**src/rtl/axi_txn_gate_pkg.sv**
```systemverilog
// Shared types for the AXI transaction gate: FSM state and default AXI4+ATOP channel structs.
package axi_txn_gate_pkg;

    localparam int unsigned IdW   = 4;
    localparam int unsigned AddrW = 32;
    localparam int unsigned DataW = 32;

    typedef enum logic [1:0] {RUN, DRAIN, HALTED} gate_state_e;

    typedef struct packed {
        logic [IdW-1:0]   id;
        logic [AddrW-1:0] addr;
        logic [7:0]       len;
        logic [5:0]       atop;
    } ax_chan_t;

    typedef struct packed {
        logic [DataW-1:0]   data;
        logic [DataW/8-1:0] strb;
        logic               last;
    } w_chan_t;

    typedef struct packed {
        logic [IdW-1:0] id;
        logic [1:0]     resp;
    } b_chan_t;

    typedef struct packed {
        logic [IdW-1:0]   id;
        logic [DataW-1:0] data;
        logic [1:0]       resp;
        logic             last;
    } r_chan_t;

    typedef struct packed {
        ax_chan_t aw;
        logic     aw_valid;
        w_chan_t  w;
        logic     w_valid;
        logic     b_ready;
        ax_chan_t ar;
        logic     ar_valid;
        logic     r_ready;
    } default_req_t;

    typedef struct packed {
        logic    aw_ready;
        logic    ar_ready;
        logic    w_ready;
        logic    b_valid;
        b_chan_t b;
        logic    r_valid;
        r_chan_t r;
    } default_resp_t;

endpackage

```
**src/rtl/axi_txn_counter.sv**
```systemverilog
// Up/down occupancy counter; simultaneous inc and dec cancel. Bounds are asserted, not saturated.
module axi_txn_counter #(
    parameter int unsigned MaxCnt = 8,
    parameter int unsigned CntW   = $clog2(MaxCnt + 1)
) (
    input  logic            clk_i,
    input  logic            rst_ni,
    input  logic            inc_i,
    input  logic            dec_i,
    output logic [CntW-1:0] cnt_o,
    output logic            zero_o,
    output logic            full_o
);

    always_ff @(posedge clk_i or negedge rst_ni) begin
        if (!rst_ni) begin
            cnt_o <= '0;
        end else if (inc_i && !dec_i) begin
            cnt_o <= cnt_o + CntW'(1);
        end else if (dec_i && !inc_i) begin
            cnt_o <= cnt_o - CntW'(1);
        end
    end

    assign zero_o = (cnt_o == '0);
    assign full_o = (cnt_o == CntW'(MaxCnt));

    a_no_overflow: assert property (@(posedge clk_i) disable iff (!rst_ni)
        !(inc_i && !dec_i && full_o));
    a_no_underflow: assert property (@(posedge clk_i) disable iff (!rst_ni)
        !(dec_i && !inc_i && zero_o));

endmodule

```
**src/rtl/axi_txn_gate.sv**
```systemverilog
// AXI pass-through that caps outstanding AR/AW bursts, keeps W behind its AW,
// and offers a flush handshake that drains all in-flight traffic before acking.
module axi_txn_gate
    import axi_txn_gate_pkg::*;
#(
    parameter int unsigned MaxReads  = 8,
    parameter int unsigned MaxWrites = 8,
    parameter type axi_req_t  = axi_txn_gate_pkg::default_req_t,
    parameter type axi_resp_t = axi_txn_gate_pkg::default_resp_t,
    localparam int unsigned RdCntW = $clog2(MaxReads + 1),
    localparam int unsigned WrCntW = $clog2(MaxWrites + 1)
) (
    input  logic              clk_i,
    input  logic              rst_ni,
    input  axi_req_t          slv_req_i,
    output axi_resp_t         slv_resp_o,
    output axi_req_t          mst_req_o,
    input  axi_resp_t         mst_resp_i,
    input  logic              flush_req_i,
    output logic              flush_ack_o,
    output logic [RdCntW-1:0] rd_outstanding_o,
    output logic [WrCntW-1:0] wr_outstanding_o,
    output logic              busy_o
);

    gate_state_e state_q, state_d;
    logic ar_lock_q, aw_lock_q;
    logic ar_allow, aw_allow, w_allow;
    logic mst_ar_valid, mst_aw_valid, mst_w_valid;
    logic ar_hs, aw_hs, w_last_hs, r_last_hs, b_hs;
    logic rd_zero, rd_full, wr_zero, wr_full, wp_zero, wp_full;
    logic drained;
    logic [WrCntW-1:0] wpend;

    // A lock only forms while allowed, so it overrides both the limit and the flush block.
    assign ar_allow = ar_lock_q | ((state_q == RUN) & !rd_full);
    assign aw_allow = aw_lock_q | ((state_q == RUN) & !wr_full);

    assign mst_ar_valid = slv_req_i.ar_valid & ar_allow;
    assign mst_aw_valid = slv_req_i.aw_valid & aw_allow;
    assign ar_hs        = mst_ar_valid & mst_resp_i.ar_ready;
    assign aw_hs        = mst_aw_valid & mst_resp_i.aw_ready;

    // W may ride along in its own AW handshake cycle, but never ahead of it.
    assign w_allow     = !wp_zero | aw_hs;
    assign mst_w_valid = slv_req_i.w_valid & w_allow;
    assign w_last_hs   = mst_w_valid & mst_resp_i.w_ready & slv_req_i.w.last;
    assign r_last_hs   = mst_resp_i.r_valid & slv_req_i.r_ready & mst_resp_i.r.last;
    assign b_hs        = mst_resp_i.b_valid & slv_req_i.b_ready;

    always_comb begin
        mst_req_o          = slv_req_i;
        mst_req_o.ar_valid = mst_ar_valid;
        mst_req_o.aw_valid = mst_aw_valid;
        mst_req_o.w_valid  = mst_w_valid;
        slv_resp_o          = mst_resp_i;
        slv_resp_o.ar_ready = mst_resp_i.ar_ready & ar_allow;
        slv_resp_o.aw_ready = mst_resp_i.aw_ready & aw_allow;
        slv_resp_o.w_ready  = mst_resp_i.w_ready & w_allow;
    end

    always_ff @(posedge clk_i or negedge rst_ni) begin
        if (!rst_ni) begin
            ar_lock_q <= 1'b0;
            aw_lock_q <= 1'b0;
            state_q   <= RUN;
        end else begin
            ar_lock_q <= mst_ar_valid & !mst_resp_i.ar_ready;
            aw_lock_q <= mst_aw_valid & !mst_resp_i.aw_ready;
            state_q   <= state_d;
        end
    end

    assign drained = rd_zero & wr_zero & wp_zero & !ar_lock_q & !aw_lock_q & !ar_hs & !aw_hs;

    always_comb begin
        state_d = state_q;
        case (state_q)
            RUN:     if (flush_req_i) state_d = DRAIN;
            DRAIN:   if (!flush_req_i) state_d = RUN;
                     else if (drained) state_d = HALTED;
            HALTED:  if (!flush_req_i) state_d = RUN;
            default: state_d = RUN;
        endcase
    end

    assign flush_ack_o = (state_q == HALTED);
    assign busy_o      = !rd_zero | !wr_zero;

    axi_txn_counter #(.MaxCnt(MaxReads), .CntW(RdCntW)) i_rd_cnt (
        .clk_i, .rst_ni, .inc_i(ar_hs), .dec_i(r_last_hs),
        .cnt_o(rd_outstanding_o), .zero_o(rd_zero), .full_o(rd_full)
    );

    axi_txn_counter #(.MaxCnt(MaxWrites), .CntW(WrCntW)) i_wr_cnt (
        .clk_i, .rst_ni, .inc_i(aw_hs), .dec_i(b_hs),
        .cnt_o(wr_outstanding_o), .zero_o(wr_zero), .full_o(wr_full)
    );

    axi_txn_counter #(.MaxCnt(MaxWrites), .CntW(WrCntW)) i_wpend_cnt (
        .clk_i, .rst_ni, .inc_i(aw_hs), .dec_i(w_last_hs),
        .cnt_o(wpend), .zero_o(wp_zero), .full_o(wp_full)
    );

    // Every AW still waiting on W data also has its B pending.
    a_wpend_le_wr: assert property (@(posedge clk_i) disable iff (!rst_ni)
        wp_full |-> !wr_zero);

endmodule

```
**config.mk**
```make
export PLATFORM = sky130hd
export DESIGN_NAME = axi_txn_gate
export DESIGN_NICKNAME = d
export VERILOG_FILES = /design/src/rtl/axi_txn_gate_pkg.sv /design/src/rtl/axi_txn_counter.sv /design/src/rtl/axi_txn_gate.sv
export SDC_FILE = /design/constraint.sdc
export NUM_CORES = 1
export LEC_CHECK = 0
export CAP_MARGIN = 5
export CORE_AREA = 2 2 153 155
export CTS_BUF_LIST = sky130_fd_sc_hd__clkbuf_8 sky130_fd_sc_hd__clkbuf_16
export DETAILED_ROUTE_END_ITERATION = 7
export DIE_AREA = 0 0 155 157
export GPL_TIMING_DRIVEN = 0
export SETUP_SLACK_MARGIN = 0.4
export SLEW_MARGIN = 20
export SYNTH_ARGS = -nofsm -noshare
export SYNTH_HDL_FRONTEND = slang
export SYNTH_SLANG_ARGS = --single-unit
```
**constraint.sdc**
```tcl
create_clock -name clk_i -period 2.6 [get_ports clk_i]
set_input_delay 0.52 -clock clk_i [delete_from_list [all_inputs] [get_ports clk_i]]
set_output_delay 0.52 -clock clk_i [all_outputs]
set_load 0.01 [all_outputs]
```
==> flow_summary.json <==
{
  "status": "complete, no violations",
  "p_sw_uw": 925.1,
  "synth_cell_types": 37,
  "use_met2": 0.1469,
  "htree_levels": 1,
  "synthArstFlopShare": 1.000,
  "viasPerCell": 3.270,
  "arrival_ns": 2.68,
  "mappedNetlistArea_sq_mm": 0.002609,
  "path_class": "register to register",
  "firstDrtPassIters": 4,
  "ctsHoldBuffers": 0,
  "final_layout_size_suffix_gt1_frac": 0.4839,
  "grt_max_degree": 17,
  "grt_pass1_wl_mm": 13.65,
  "avgSynthCellArea_sq_um": 8.443,
  "synth.most_common_cell": "buf_4",
  "finalCritPeriodShare": 0.9860,
  "power_leakage_uw": 0.002458,
  "start_util": 0.1159,
  "cp_max_fo": 3,
  "pin_count": 397,
  "worstSetupEndpointType": "register",
  "yosysTopAreaCellShare": 0.5439,
  "nets": 766,
  "area_delta_synth_final_pct": 116.7,
  "synth_nets": 516,
  "pre_cts_slack_ns": -0.2558,
  "ant_nets": 0,
  "clock_latency_ns": 0.24,
  "vdd_drop_max_mv": 0.3015,
  "fin_hold_ws_ns": 0.5961,
  "report.final.slew_viol_count": 0,
  "seqPwrFrac": 0.168,
  "swShare": 0.3487,
  "detailed_place_hpwl_mm": 9.019,
  "worst_pin_slew_ns": 0.7566,
  "share_clk_of_total_power": 0.123,
  "rsz0062_at_grt": "yes",
  "tns_ns": 0,
  "hold_viol": 0,
  "drc": 0,
  "die_h_um": 157,
  "cts_tree": "done",
  "combPwrFrac": 0.709,
  "synth_edf_count": 0,
  "min_path_type": "register to register",
  "cts_buffers": 3,
  "powerDensity_mw_per_mm2": 469.2,
  "die_w_um": 155,
  "synth-seq-cells": 16,
  "detail_route.wl_per_cell_um": 12.07,
  "die_area_sq_mm": 0.02434,
  "cts_sinks": 16,
  "nFillCells": 2372,
  "grt_overflow_total": 0,
  "period_minus_slack_ns": 2.564,
  "fin_util": 0.2513,
  "antenna_found_initial": 0,
  "clk_pin_slew_ns": 0.05,
  "timing.fmax_ghz": 0.3901,
  "totalWireLength_mm": 10.18,
  "worst_slack_ns": 0.03633,
  "synthTopCellsByCount": "buf_4, dfrtp_1, nand2_1",
  "finalPower_uw": 2653,
  "synth_warnings": 0,
  "grt_pass1_vias": 2666,
  "cp-start-kind": "register",
  "synth_largest_area_cell": "buf_4",
  "required_ns": 2.72,
  "core-area_sq_mm": 0.02250,
  "multi_input_area_sq_um": 954.7,
  "busiest_layer": "met2",
  "cts_max_path_buffers": 2,
  "netlist_instances": 309,
  "intPower_uw": 1728,
  "drtIter0Drc": 74,
  "synthTopCellsByArea": "buf_4, dfrtp_1, ha_1",
  "relSlewSlack": 0.4940,
  "globalplace.congestion": 0.8541,
  "met1_usage": 0.07007,
  "skew_ns": 0.001077,
  "max-cap-violations": 0,
  "use_met3": 0.01707,
  "vias": 2757,
  "portBuffers": 216,
  "yosysSeqAreaShare": 0.1535,
  "register_area_sq_um": 411.6,
  "setup_viol": 0,
  "n_antenna_cell": 0,
  "row_count": 55,
  "clockRootBuffer": "clkbuf_16",
  "synth_flop_cell": "dfrtp_1",
  "grt_usage": 0.07157
}
critical path, stage by stage, from the launching register on:
cell      delay [ns]
dfrtp_2         0.39
or4b_4          0.54
a21oi_4         0.15
and3b_2         0.24
ha_4            0.17
inv_4           0.07
ha_4            0.19
or4_1           0.47
o211ai_1        0.10
o211ai_1        0.12
per-layer routing:
metal	up-vias	wire length [um]	part of all wire
li1	1332	-	-
met3	2	893	0.088
met2	197	5942	0.58
met4	0	108	0.011
met5	-	0	0
met1	1226	3232	0.32
what timing repair did:
item	4_1_cts	5_1_grt
endpoints found under the setup margin	17	18
cloned	0	0
buffers inserted	19	10
pin swaps	10	21
gates resized for setup	36	20
registers in the layout, indices dropped and copies added (netlist names):
name / count
i_wpend_cnt.cnt_o: 4
i_rd_cnt.cnt_o: 4
aw_lock_q: 1
i_wr_cnt.cnt_o: 4
ar_lock_q: 1
state_q: 2
through the flow:
| stage | cells | instance area [sq um] |
|---|---|---|
| 4_1_cts | 833 | 5519 |
| 5_1_grt | 843 | 5654 |
| 3_5_place_dp | 810 | 5261 |
| 3_3_place_gp | 810 | 5261 |
| 6_report | 843 | 5654 |
| 2_1_floorplan | 309 | 2743 |
power by group through the flow:
stage / combinational, uW / clock, uW / sequential (uW)
2_1_floorplan: 856 / 0 / 521
3_3_place_gp: 1490 / 0 / 539
3_5_place_dp: 1500 / 0 / 540
4_1_cts: 1780 / 334 / 444
5_1_grt: 2030 / 346 / 463
6_report: 1880 / 327 / 446
area by class of cell:
cell class	count	area share
repair buffers	245	0.4229
plain buffers	192	0.2534
multi-input cells	98	0.1688
flip-flops and latches	16	0.07280
well taps	285	0.06307
clock buffers	4	0.01571
inverters	3	0.003319
cells by family (layout without fill, tap and decap cells):
family	after synthesis	in the layout	synth area share
DFF	16	16	0.1535
adders and majority gates	12	12	0.06619
xor gates and xnor gates	6	6	0.02014
muxes	6	6	0.02446
AOI/OAI and AO/OA	26	26	0.07098
buffers and inverters	195	444	0.5525
and+or+nand+nor	48	48	0.1122
cell usage in the layout, fill, tap and decap left out, types with 3 or more instances in the layout:
cell type	instances
clkdlybuf4s50_1	206
inv_4	3
clkbuf_2	4
or3_1	3
o21ai_1	3
dfrtp_1	7
nor2b_1	4
buf_4	210
nand3b_1	3
o211ai_1	6
dfrtp_2	9
mux2i_1	3
nand2_1	10
ha_4	7
or4b_4	3
nand3_1	7
a21oi_1	6
xnor2_1	5
a2111o_1	3
dlygate4sd2_1	3
nor3_1	3
buf_6	10
mux2_4	3
clkbuf_16	3
worst paths after layout:
check / startpoint / end / slack (ns) / depth (start not counted)
worst max register to register: i_rd_cnt.cnt_o[0] / i_rd_cnt.cnt_o[3] / 0.04 / 9
worst max-delay path: i_rd_cnt.cnt_o[0] / i_rd_cnt.cnt_o[3] / 0.04 / 9
max in group asynchronous: rst_ni / i_wr_cnt.cnt_o[1] / 1.35 / 1
min in group asynchronous: rst_ni / aw_lock_q / 0.72 / 1
worst min-delay path: i_wpend_cnt.cnt_o[2] / i_wpend_cnt.cnt_o[2] / 0.60 / 2
worst min register to register: i_wpend_cnt.cnt_o[2] / i_wpend_cnt.cnt_o[2] / 0.60 / 2
Power figures use the tool's default switching activity.
